$ cat config.mk
export PLATFORM = sky130hd
export DESIGN_NAME = drop_ctrl_flat
export DESIGN_NICKNAME = d
export VERILOG_FILES = /design/src/rtl/drop_ctrl_if.sv /design/src/rtl/drop_ctrl.sv /design/src/flat_wrapper.sv
export SDC_FILE = /design/constraint.sdc
export NUM_CORES = 1
export LEC_CHECK = 0
export CORE_MARGIN = 8
export CORE_UTILIZATION = 57
export CTS_BUF_LIST = sky130_fd_sc_hd__clkbuf_8
export DETAILED_ROUTE_END_ITERATION = 10
export GPL_TIMING_DRIVEN = 0
export PLACE_DENSITY_LB_ADDON = 0.3
export REMOVE_ABC_BUFFERS = 1
export SLEW_MARGIN = 20
export SYNTH_ARGS = -nofsm -noshare
export SYNTH_HDL_FRONTEND = slang
export SYNTH_SLANG_ARGS = --single-unit
$ cat constraint.sdc
create_clock -name clk -period 2.3 [get_ports clk]
set_input_delay 0.575 -clock clk [delete_from_list [all_inputs] [get_ports clk]]
set_output_delay 0.575 -clock clk [all_outputs]
set_load 0.02 [all_outputs]
$ cat src/rtl/drop_ctrl_if.sv
`default_nettype none
// ============================================================================
// Module      : drop_ctrl_if
// Description : Handshake bundle between the drop controller, the player
//               inputs, the fall timer and the board engine.
// Revision    : 1.0 - initial release
// ============================================================================
interface drop_ctrl_if #(
    parameter int ROW_W = 5
);
    // Player / timer / board inputs to the controller
    logic             game_active;
    logic             timeout;
    logic             soft_drop;
    logic             hard_drop;
    logic             move_ack;
    logic             move_ok;
    logic             lock_ack;
    // Controller outputs
    logic             move_req;
    logic             lock_req;
    logic             fall_rst;
    logic             score_valid;
    logic [ROW_W-1:0] score_rows;
    logic             err;

    // Controller side: issues move/lock requests
    modport master (
        input  game_active, timeout, soft_drop, hard_drop,
        input  move_ack, move_ok, lock_ack,
        output move_req, lock_req, fall_rst, score_valid, score_rows, err
    );

    // Board / environment side
    modport slave (
        output game_active, timeout, soft_drop, hard_drop,
        output move_ack, move_ok, lock_ack,
        input  move_req, lock_req, fall_rst, score_valid, score_rows, err
    );
endinterface
`default_nettype wire

$ cat src/rtl/drop_ctrl.sv
`default_nettype none
// ============================================================================
// Module      : drop_ctrl
// Description : Turns fall-timer expiries and soft/hard drop pulses into
//               move-down / lock requests to the board engine, restarts the
//               fall timer and reports rows dropped by the player.
// Revision    : 1.0 - initial release
// ============================================================================
module drop_ctrl #(
    parameter int ROW_W       = 5,
    parameter int ACK_TIMEOUT = 64
) (
    input  wire logic    clk,
    input  wire logic    rst,
    drop_ctrl_if.master  bus
);

    localparam int               WD_W    = $clog2(ACK_TIMEOUT + 1);
    localparam logic [WD_W-1:0]  WD_LAST = WD_W'(ACK_TIMEOUT - 1);
    localparam logic [ROW_W-1:0] ROW_MAX = '1;

    typedef enum logic [1:0] {
        S_IDLE = 2'd0,
        S_WAIT = 2'd1,
        S_MOVE = 2'd2,
        S_LOCK = 2'd3
    } state_t;

    state_t             state_q,       state_d;
    logic               hard_q,        hard_d;
    logic               player_q,      player_d;
    logic [ROW_W-1:0]   rows_q,        rows_d;
    logic [WD_W-1:0]    wd_q,          wd_d;
    logic               move_req_q,    move_req_d;
    logic               lock_req_q,    lock_req_d;
    logic               fall_rst_q,    fall_rst_d;
    logic               score_valid_q, score_valid_d;
    logic [ROW_W-1:0]   score_rows_q,  score_rows_d;
    logic               err_q,         err_d;

    logic               w_waiting;
    logic [ROW_W-1:0]   w_rows_inc;

    // A request is outstanding and the board has not answered this cycle
    assign w_waiting  = (move_req_q & ~bus.move_ack) | (lock_req_q & ~bus.lock_ack);
    // Saturating increment of the dropped-row counter
    assign w_rows_inc = (rows_q == ROW_MAX) ? rows_q : rows_q + 1'b1;

    // State register and all registered outputs
    always_ff @(posedge clk or posedge rst) begin
        if (rst) begin
            state_q       <= S_IDLE;
            hard_q        <= 1'b0;
            player_q      <= 1'b0;
            rows_q        <= '0;
            wd_q          <= '0;
            move_req_q    <= 1'b0;
            lock_req_q    <= 1'b0;
            fall_rst_q    <= 1'b0;
            score_valid_q <= 1'b0;
            score_rows_q  <= '0;
            err_q         <= 1'b0;
        end else begin
            state_q       <= state_d;
            hard_q        <= hard_d;
            player_q      <= player_d;
            rows_q        <= rows_d;
            wd_q          <= wd_d;
            move_req_q    <= move_req_d;
            lock_req_q    <= lock_req_d;
            fall_rst_q    <= fall_rst_d;
            score_valid_q <= score_valid_d;
            score_rows_q  <= score_rows_d;
            err_q         <= err_d;
        end
    end

    // Next-state, handshake and watchdog logic
    always_comb begin
        state_d       = state_q;
        hard_d        = hard_q;
        player_d      = player_q;
        rows_d        = rows_q;
        wd_d          = w_waiting ? wd_q + 1'b1 : '0;
        move_req_d    = move_req_q;
        lock_req_d    = lock_req_q;
        fall_rst_d    = 1'b0;
        score_valid_d = 1'b0;
        score_rows_d  = '0;
        err_d         = err_q;

        case (state_q)
            S_IDLE: begin
                if (bus.game_active) begin
                    state_d    = S_WAIT;
                    fall_rst_d = 1'b1;
                end
            end

            S_WAIT: begin
                // A timeout seen while the restart pulse is still out is the
                // stale expiry of the previous period, so it is masked.
                if (!bus.game_active) begin
                    state_d  = S_IDLE;
                    rows_d   = '0;
                    hard_d   = 1'b0;
                    player_d = 1'b0;
                end else if (bus.hard_drop) begin
                    hard_d     = 1'b1;
                    player_d   = 1'b0;
                    move_req_d = 1'b1;
                    state_d    = S_MOVE;
                end else if (bus.timeout && !fall_rst_q) begin
                    player_d   = 1'b0;
                    move_req_d = 1'b1;
                    state_d    = S_MOVE;
                end else if (bus.soft_drop) begin
                    player_d   = 1'b1;
                    move_req_d = 1'b1;
                    state_d    = S_MOVE;
                end
            end

            S_MOVE: begin
                if (move_req_q) begin
                    if (bus.move_ack) begin
                        move_req_d = 1'b0;
                        if (bus.move_ok) begin
                            if (hard_q || player_q) begin
                                rows_d = w_rows_inc;
                            end
                            if (!bus.game_active) begin
                                state_d  = S_IDLE;
                                rows_d   = '0;
                                hard_d   = 1'b0;
                                player_d = 1'b0;
                            end else if (!hard_q) begin
                                fall_rst_d = 1'b1;
                                state_d    = S_WAIT;
                            end
                        end else if (!bus.game_active) begin
                            state_d  = S_IDLE;
                            rows_d   = '0;
                            hard_d   = 1'b0;
                            player_d = 1'b0;
                        end else begin
                            lock_req_d = 1'b1;
                            state_d    = S_LOCK;
                        end
                    end
                end else begin
                    // Idle cycle between hard-drop steps
                    if (!bus.game_active) begin
                        state_d  = S_IDLE;
                        rows_d   = '0;
                        hard_d   = 1'b0;
                        player_d = 1'b0;
                    end else begin
                        move_req_d = 1'b1;
                    end
                end
            end

            S_LOCK: begin
                if (lock_req_q && bus.lock_ack) begin
                    lock_req_d    = 1'b0;
                    score_valid_d = 1'b1;
                    score_rows_d  = rows_q;
                    rows_d        = '0;
                    hard_d        = 1'b0;
                    player_d      = 1'b0;
                    if (bus.game_active) begin
                        fall_rst_d = 1'b1;
                        state_d    = S_WAIT;
                    end else begin
                        state_d = S_IDLE;
                    end
                end
            end

            default: begin
                state_d = S_IDLE;
            end
        endcase

        // Board never answered: abandon the request and park in IDLE
        if (w_waiting && (wd_q == WD_LAST)) begin
            err_d         = 1'b1;
            move_req_d    = 1'b0;
            lock_req_d    = 1'b0;
            state_d       = S_IDLE;
            rows_d        = '0;
            hard_d        = 1'b0;
            player_d      = 1'b0;
            wd_d          = '0;
            fall_rst_d    = 1'b0;
            score_valid_d = 1'b0;
            score_rows_d  = '0;
        end
    end

    assign bus.move_req    = move_req_q;
    assign bus.lock_req    = lock_req_q;
    assign bus.fall_rst    = fall_rst_q;
    assign bus.score_valid = score_valid_q;
    assign bus.score_rows  = score_rows_q;
    assign bus.err         = err_q;

endmodule
`default_nettype wire

$ cat src/flat_wrapper.sv
// flat-port wrapper written by rule: the top's interface ports become plain ports
module drop_ctrl_flat 
#(
    parameter int ROW_W       = 5,
    parameter int ACK_TIMEOUT = 64
)
  (clk, rst, bus_game_active, bus_timeout, bus_soft_drop, bus_hard_drop, bus_move_ack, bus_move_ok, bus_lock_ack, bus_move_req, bus_lock_req, bus_fall_rst, bus_score_valid, bus_score_rows, bus_err);
  drop_ctrl_if #(.ROW_W(ROW_W)) bus_i ();
  input  wire logic clk;
  input  wire logic rst;
  input wire logic [$bits(bus_i.game_active)-1:0] bus_game_active;
  input wire logic [$bits(bus_i.timeout)-1:0] bus_timeout;
  input wire logic [$bits(bus_i.soft_drop)-1:0] bus_soft_drop;
  input wire logic [$bits(bus_i.hard_drop)-1:0] bus_hard_drop;
  input wire logic [$bits(bus_i.move_ack)-1:0] bus_move_ack;
  input wire logic [$bits(bus_i.move_ok)-1:0] bus_move_ok;
  input wire logic [$bits(bus_i.lock_ack)-1:0] bus_lock_ack;
  output wire logic [$bits(bus_i.move_req)-1:0] bus_move_req;
  output wire logic [$bits(bus_i.lock_req)-1:0] bus_lock_req;
  output wire logic [$bits(bus_i.fall_rst)-1:0] bus_fall_rst;
  output wire logic [$bits(bus_i.score_valid)-1:0] bus_score_valid;
  output wire logic [$bits(bus_i.score_rows)-1:0] bus_score_rows;
  output wire logic [$bits(bus_i.err)-1:0] bus_err;
  assign bus_i.game_active = bus_game_active;
  assign bus_i.timeout = bus_timeout;
  assign bus_i.soft_drop = bus_soft_drop;
  assign bus_i.hard_drop = bus_hard_drop;
  assign bus_i.move_ack = bus_move_ack;
  assign bus_i.move_ok = bus_move_ok;
  assign bus_i.lock_ack = bus_lock_ack;
  assign bus_move_req = bus_i.move_req;
  assign bus_lock_req = bus_i.lock_req;
  assign bus_fall_rst = bus_i.fall_rst;
  assign bus_score_valid = bus_i.score_valid;
  assign bus_score_rows = bus_i.score_rows;
  assign bus_err = bus_i.err;
  drop_ctrl #(.ROW_W(ROW_W), .ACK_TIMEOUT(ACK_TIMEOUT)) u_core (.clk(clk), .rst(rst), .bus(bus_i));
endmodule
; ---- Yosys cells after proc, flatten, opt, wreduce, memory -nomap -nowiden
; Index checks and enable logic that the tools add are counted.
[op_classes]
n_addsub = 2
eq_ne = 20
n_mux = 73
bitwise_logic = 5
reduce_logical = 15
[ops]
columns = op, n
row1 = $mux W5, 12
row2 = $mux W1, 38
row3 = $mux W2, 14
row4 = $ne A6 B6 Y1 const B, 3
row5 = $ne A3 B2 Y1 const B, 5
row6 = $pmux W5 S3, 1
row7 = $mux W7, 2
row8 = $reduce_and A6 Y1, 2
row9 = $pmux W1 S3, 3
row10 = $pmux W2 S4, 1
row11 = $reduce_and A4 Y1, 2
row12 = $add A7 B1 Y7 const B, 1
row13 = $eq A7 B6 Y1 const B, 1
row14 = $ne A3 B1 Y1 const B, 2
row15 = $ne A6 B4 Y1 const B, 1
row16 = $reduce_bool A3 Y1, 2
row17 = $add A5 B1 Y5 const B, 1
row18 = $eq A5 B5 Y1 const B, 1
row19 = $ne A5 B3 Y1 const B, 1
row20 = $reduce_and A5 Y1, 1
row21 = $eq A2 B2 Y1 const B, 2
row22 = $ne A4 B2 Y1 const B, 1
row23 = $ne A4 B3 Y1 const B, 1
row24 = $ne A4 B4 Y1 const B, 1
row25 = other kinds (11), 16
[word_totals]
reg_bits = 26
elab_cells = 126

; ---- Longest topological paths before layout
[logic_depth]
word_depth = 9
mapped_depth = 8
mapped_depth_nobuf = 8

; ---- Worst setup path before layout
; Ideal clock, no wire load.
[synth_timing]
path_kind = flip-flop to flip-flop
startpoint = register u_core.rows_q[0]
endpoint = register u_core.rows_q[3]
arrival_ns = 1.928
slack_ns = 0.244
path_stages_with_launch = 9
path_buffers = 0
synth_period_minus_slack_ns = 2.056
path_cell_list = dfrtp_1 -> ha_1 -> and3_1 -> ha_1 -> o21bai_1 -> a2111oi_4 -> inv_1 -> o21ai_0 -> a31oi_1
[synth_via]
elab_chain_cells = 9
word_cells_on_any_way = 12
[synth_rtl]
columns = element, line_no
row1 = start: declaration, drop_ctrl.sv:32  ; logic [ROW_W-1:0] rows_q, rows_d;
row2 = start signal: assignment, drop_ctrl.sv:67  ; rows_q <= rows_d;
row3 = $add A5 B1 Y5, drop_ctrl.sv:47  ; assign w_rows_inc = (rows_q == ROW_MAX) ? rows_q : rows_q + 1'b1;
row4 = $mux W5, drop_ctrl.sv:47
row5 = $mux W5, drop_ctrl.sv:129  ; if (hard_q || player_q) begin
row6 = $mux W5, drop_ctrl.sv:132  ; if (!bus.game_active) begin
row7 = $mux W5, drop_ctrl.sv:128  ; if (bus.move_ok) begin
row8 = $mux W5, drop_ctrl.sv:126  ; if (bus.move_ack) begin
row9 = $mux W5, drop_ctrl.sv:125  ; if (move_req_q) begin
row10 = $pmux W5 S3, drop_ctrl.sv:92  ; case (state_q)
row11 = $mux W5, drop_ctrl.sv:187  ; if (w_waiting && (wd_q == WD_LAST)) begin
; Several ways; a longest one is shown, not always the timed one. The select of a mux whose other input is x is not followed.
; A chain may end at the register's enable or synchronous reset.

; ---- Worst setup path in the final report
; Ends and elaborated chain as after synthesis.

==> results.md <==
* CP max stage cell: dfrtp_1
* DR vias/cell at 6.184
* Skew final at 0.006358 ns
* Fin nets at 200
* HP Class: reg2reg
* Remaining DRCs at 0
* Stages on the worst setup path at 9
* RSZ-0062 raised after global routing: false
* CP Data Arrival Time at 2.30 ns
* EDFF count, synth at 0
* GR Overflow Total at 0
* Slew headroom at 0.3814
* Ports at 19
* N_diodes at 0
* Hold Startpoint: u_core.wd_q[0]$_DFF_PP0_
* Min Hold Slack at 0.4666 ns
* H-tree levels at 1
* Seq. cell area at 650.6 sq um
* F_max at 0.4614 GHz
* Most frequent cells in the layout: dfrtp_1 (26), nor2_1 (21), clkdlybuf4s50_1 (17), nand2_1 (15), inv_1 (8)
* Drt total wl at 3420 um
* Final hold violation count at 0
* Worst R2R Path Depth at 9
* Vias at 1311
* Critical Path, Cell by Cell: ha_2 -> and3_1 -> ha_1 -> o21bai_2 -> a2111oi_4 -> buf_4 -> inv_1 -> o21ai_1 -> a31oi_1
* Share of layout cells above drive strength 1 at 0.1215
* Die height at 68.49 um
* Worst stage delay on the critical path at 0.43 ns
* Clock buffer depth at 2
* Tcrit/Tclk final at 0.9424
* Num CTS Buffers at 3
* Area of the multi-input gates at 842.1 sq um
* Final setup viols at 0
* Min Clock Period, post-route at 2.167 ns
* Number of port buffers at 18
* Most used DFF post-synth: dfrtp_1
* Fin util at 0.6674
* Avg Cell Area, Syn at 9.459 sq um
* LEAKAGE at 0.7993 nW
* CP Buf/Inv Count at 2
* Yosys reg bits at 26
* Number of cell rows at 19
* Crit path kind: reg2reg
* Max cap viols at 0
* Top delay family on crit path: compound AO/OA/AOI/OAI gates
* Critical path origin: u_core.rows_q[0]$_DFFE_PP0P_
* Area Overhead vs Synth at 14.18%
* Power Dens Cells at 1011 mW/mm^2
* Yosys cell types at 52
* DP Worst Slack at -0.4635 ns
* Initial antenna violation count at 0
* Final worst slack at 0.1326 ns
* Clock latency on the worst-skew pair at 0.27 ns
* First-pass GRT wire length at 5554 um
* Largest net degree at the start of global routing at 27
* CTS tree: done
* CP Launch Type: register
* Total track usage at 0.1567
* CTS Sinks at 26
* Worst slew pin tran at 0.9222 ns
* Hold depth at 1
* Root buf cell: clkbuf_8
* Yosys warnings at 0
* # fillers at 216
* Run status: finished clean
* Vias in the first global route at 1278
* Fin area at 0.001793 sq mm
* Die Wd at 68.49 um
* Required time worst endpoint at 2.43 ns
* Seq/Total Area, Yosys at 0.4143
* Final slew viol count at 0
* Die ar. at 0.004690 sq mm
* Max IR drop VDD at 0.0009469 V
* Cells after Synth at 166
* Post-DP HPWL at 2533 um
* Initial DRC Count at 97
* CP Capture Type: register
* Clk pin slew, worst setup/hold paths at 0.08 ns
* Initial core utilization at 0.5845
* Most common cell after layout, fill and taps aside: dfrtp_1
* Antenna Nets Post-Route at 0
* Core ar. at 0.002686 sq mm
* Reg-to-Reg Start: u_core.rows_q[0]$_DFFE_PP0P_
* DRT Pass-1 Iters at 4
* CP max FO at 6
* Wire per inst at 16.13 um
* Mapped Area at 0.001570 sq mm
* GPL Wtd Cong at 0.9273
* Post-placement cell area at 0.001730 sq mm
* Post-synth ARST share at 1.000
## synthesized netlist by cell type, types with 2 or more instances
cell | number | area share
ha_1 | 8 | 0.064
o21ai_0 | 9 | 0.029
a21boi_0 | 2 | 0.0096
o2111ai_1 | 2 | 0.011
and3_1 | 3 | 0.012
nor2b_1 | 2 | 0.0080
or2_2 | 2 | 0.0080
nand2_1 | 15 | 0.036
a2bb2oi_1 | 2 | 0.011
a31oi_1 | 2 | 0.0080
xnor2_1 | 3 | 0.017
buf_6 | 4 | 0.029
inv_1 | 9 | 0.022
nand3_1 | 6 | 0.019
nand3b_1 | 2 | 0.0096
and2_1 | 5 | 0.020
a22oi_1 | 2 | 0.0096
dfrtp_1 | 26 | 0.41
nand4_1 | 3 | 0.012
a21oi_1 | 7 | 0.022
nor2_1 | 21 | 0.050
## cell type report
class | instances | area share
multi-input cells | 124 | 0.4696
flip-flops and latches | 26 | 0.3629
repair buffers | 19 | 0.1040
well taps | 31 | 0.02163
inverters | 9 | 0.01884
clock buffers | 3 | 0.02303
## registers in the layout, indices dropped and copies added (netlist names)
signal	flops
u_core.bus.lock_req	1
u_core.player_q	1
u_core.rows_q	5
u_core.bus.score_rows	5
u_core.wd_q	7
u_core.hard_q	1
u_core.bus.move_req	1
u_core.bus.fall_rst	1
u_core.state_q	2
u_core.bus.err	1
u_core.bus.score_valid	1
## path summary, 6_finish.rpt
check / to / slack (ns)
max in group asynchronous: u_core.wd_q[5]$_DFF_PP0_ / 1.17
max reg2reg: u_core.rows_q[3]$_DFFE_PP0P_ / 0.13
min reg2reg: u_core.wd_q[0]$_DFF_PP0_ / 0.47
min in group asynchronous: u_core.rows_q[2]$_DFFE_PP0P_ / 0.69
max: u_core.rows_q[3]$_DFFE_PP0P_ / 0.13
min: u_core.wd_q[0]$_DFF_PP0_ / 0.47
## per-stage QoR
step	instances	total power [mW]	setup TNS, ns
after floorplan	159	1.274	0
after global placement	208	1.473	-4.068
after detailed placement	208	1.512	-4.619
after CTS	211	1.770	0
after global routing	212	1.942	0
final	212	1.812	0
## layer usage
layer  up-vias  part of all wire  GRT usage
met5         -                 0          0
met3         9             0.086    0.04255
met1       626              0.42     0.1789
met2        58              0.47     0.2544
met4         0             0.026    0.09719
li1        618                 -          -
## report_power, final
part / total [mW] / switching (mW) / leakage, nW / internal [mW]
Combinational: 0.896 / 0.512 / 0.433 / 0.384
Sequential: 0.668 / 0.118 / 0.345 / 0.550
Clock: 0.248 / 0.131 / 0.0216 / 0.117
## logic make-up (layout without fill, tap and decap cells)
logic type	Yosys count	after routing	synth area share
simple gates	72	72	0.2454
compound gates	38	38	0.1817
flops	26	26	0.4143
buf+inv	16	31	0.05895
fa+ha+maj	8	8	0.06375
xor+xnor	4	4	0.02231
mux	2	2	0.01355
## timing repair
action	CTS	global route
setup buffers	0	1
endpoints found under the setup margin	10	4
gates cloned	0	0
gates resized for setup	4	3
hold buffers	0	0
pin swaps	1	2
Note: power is estimated with default switching activity, not from simulation.
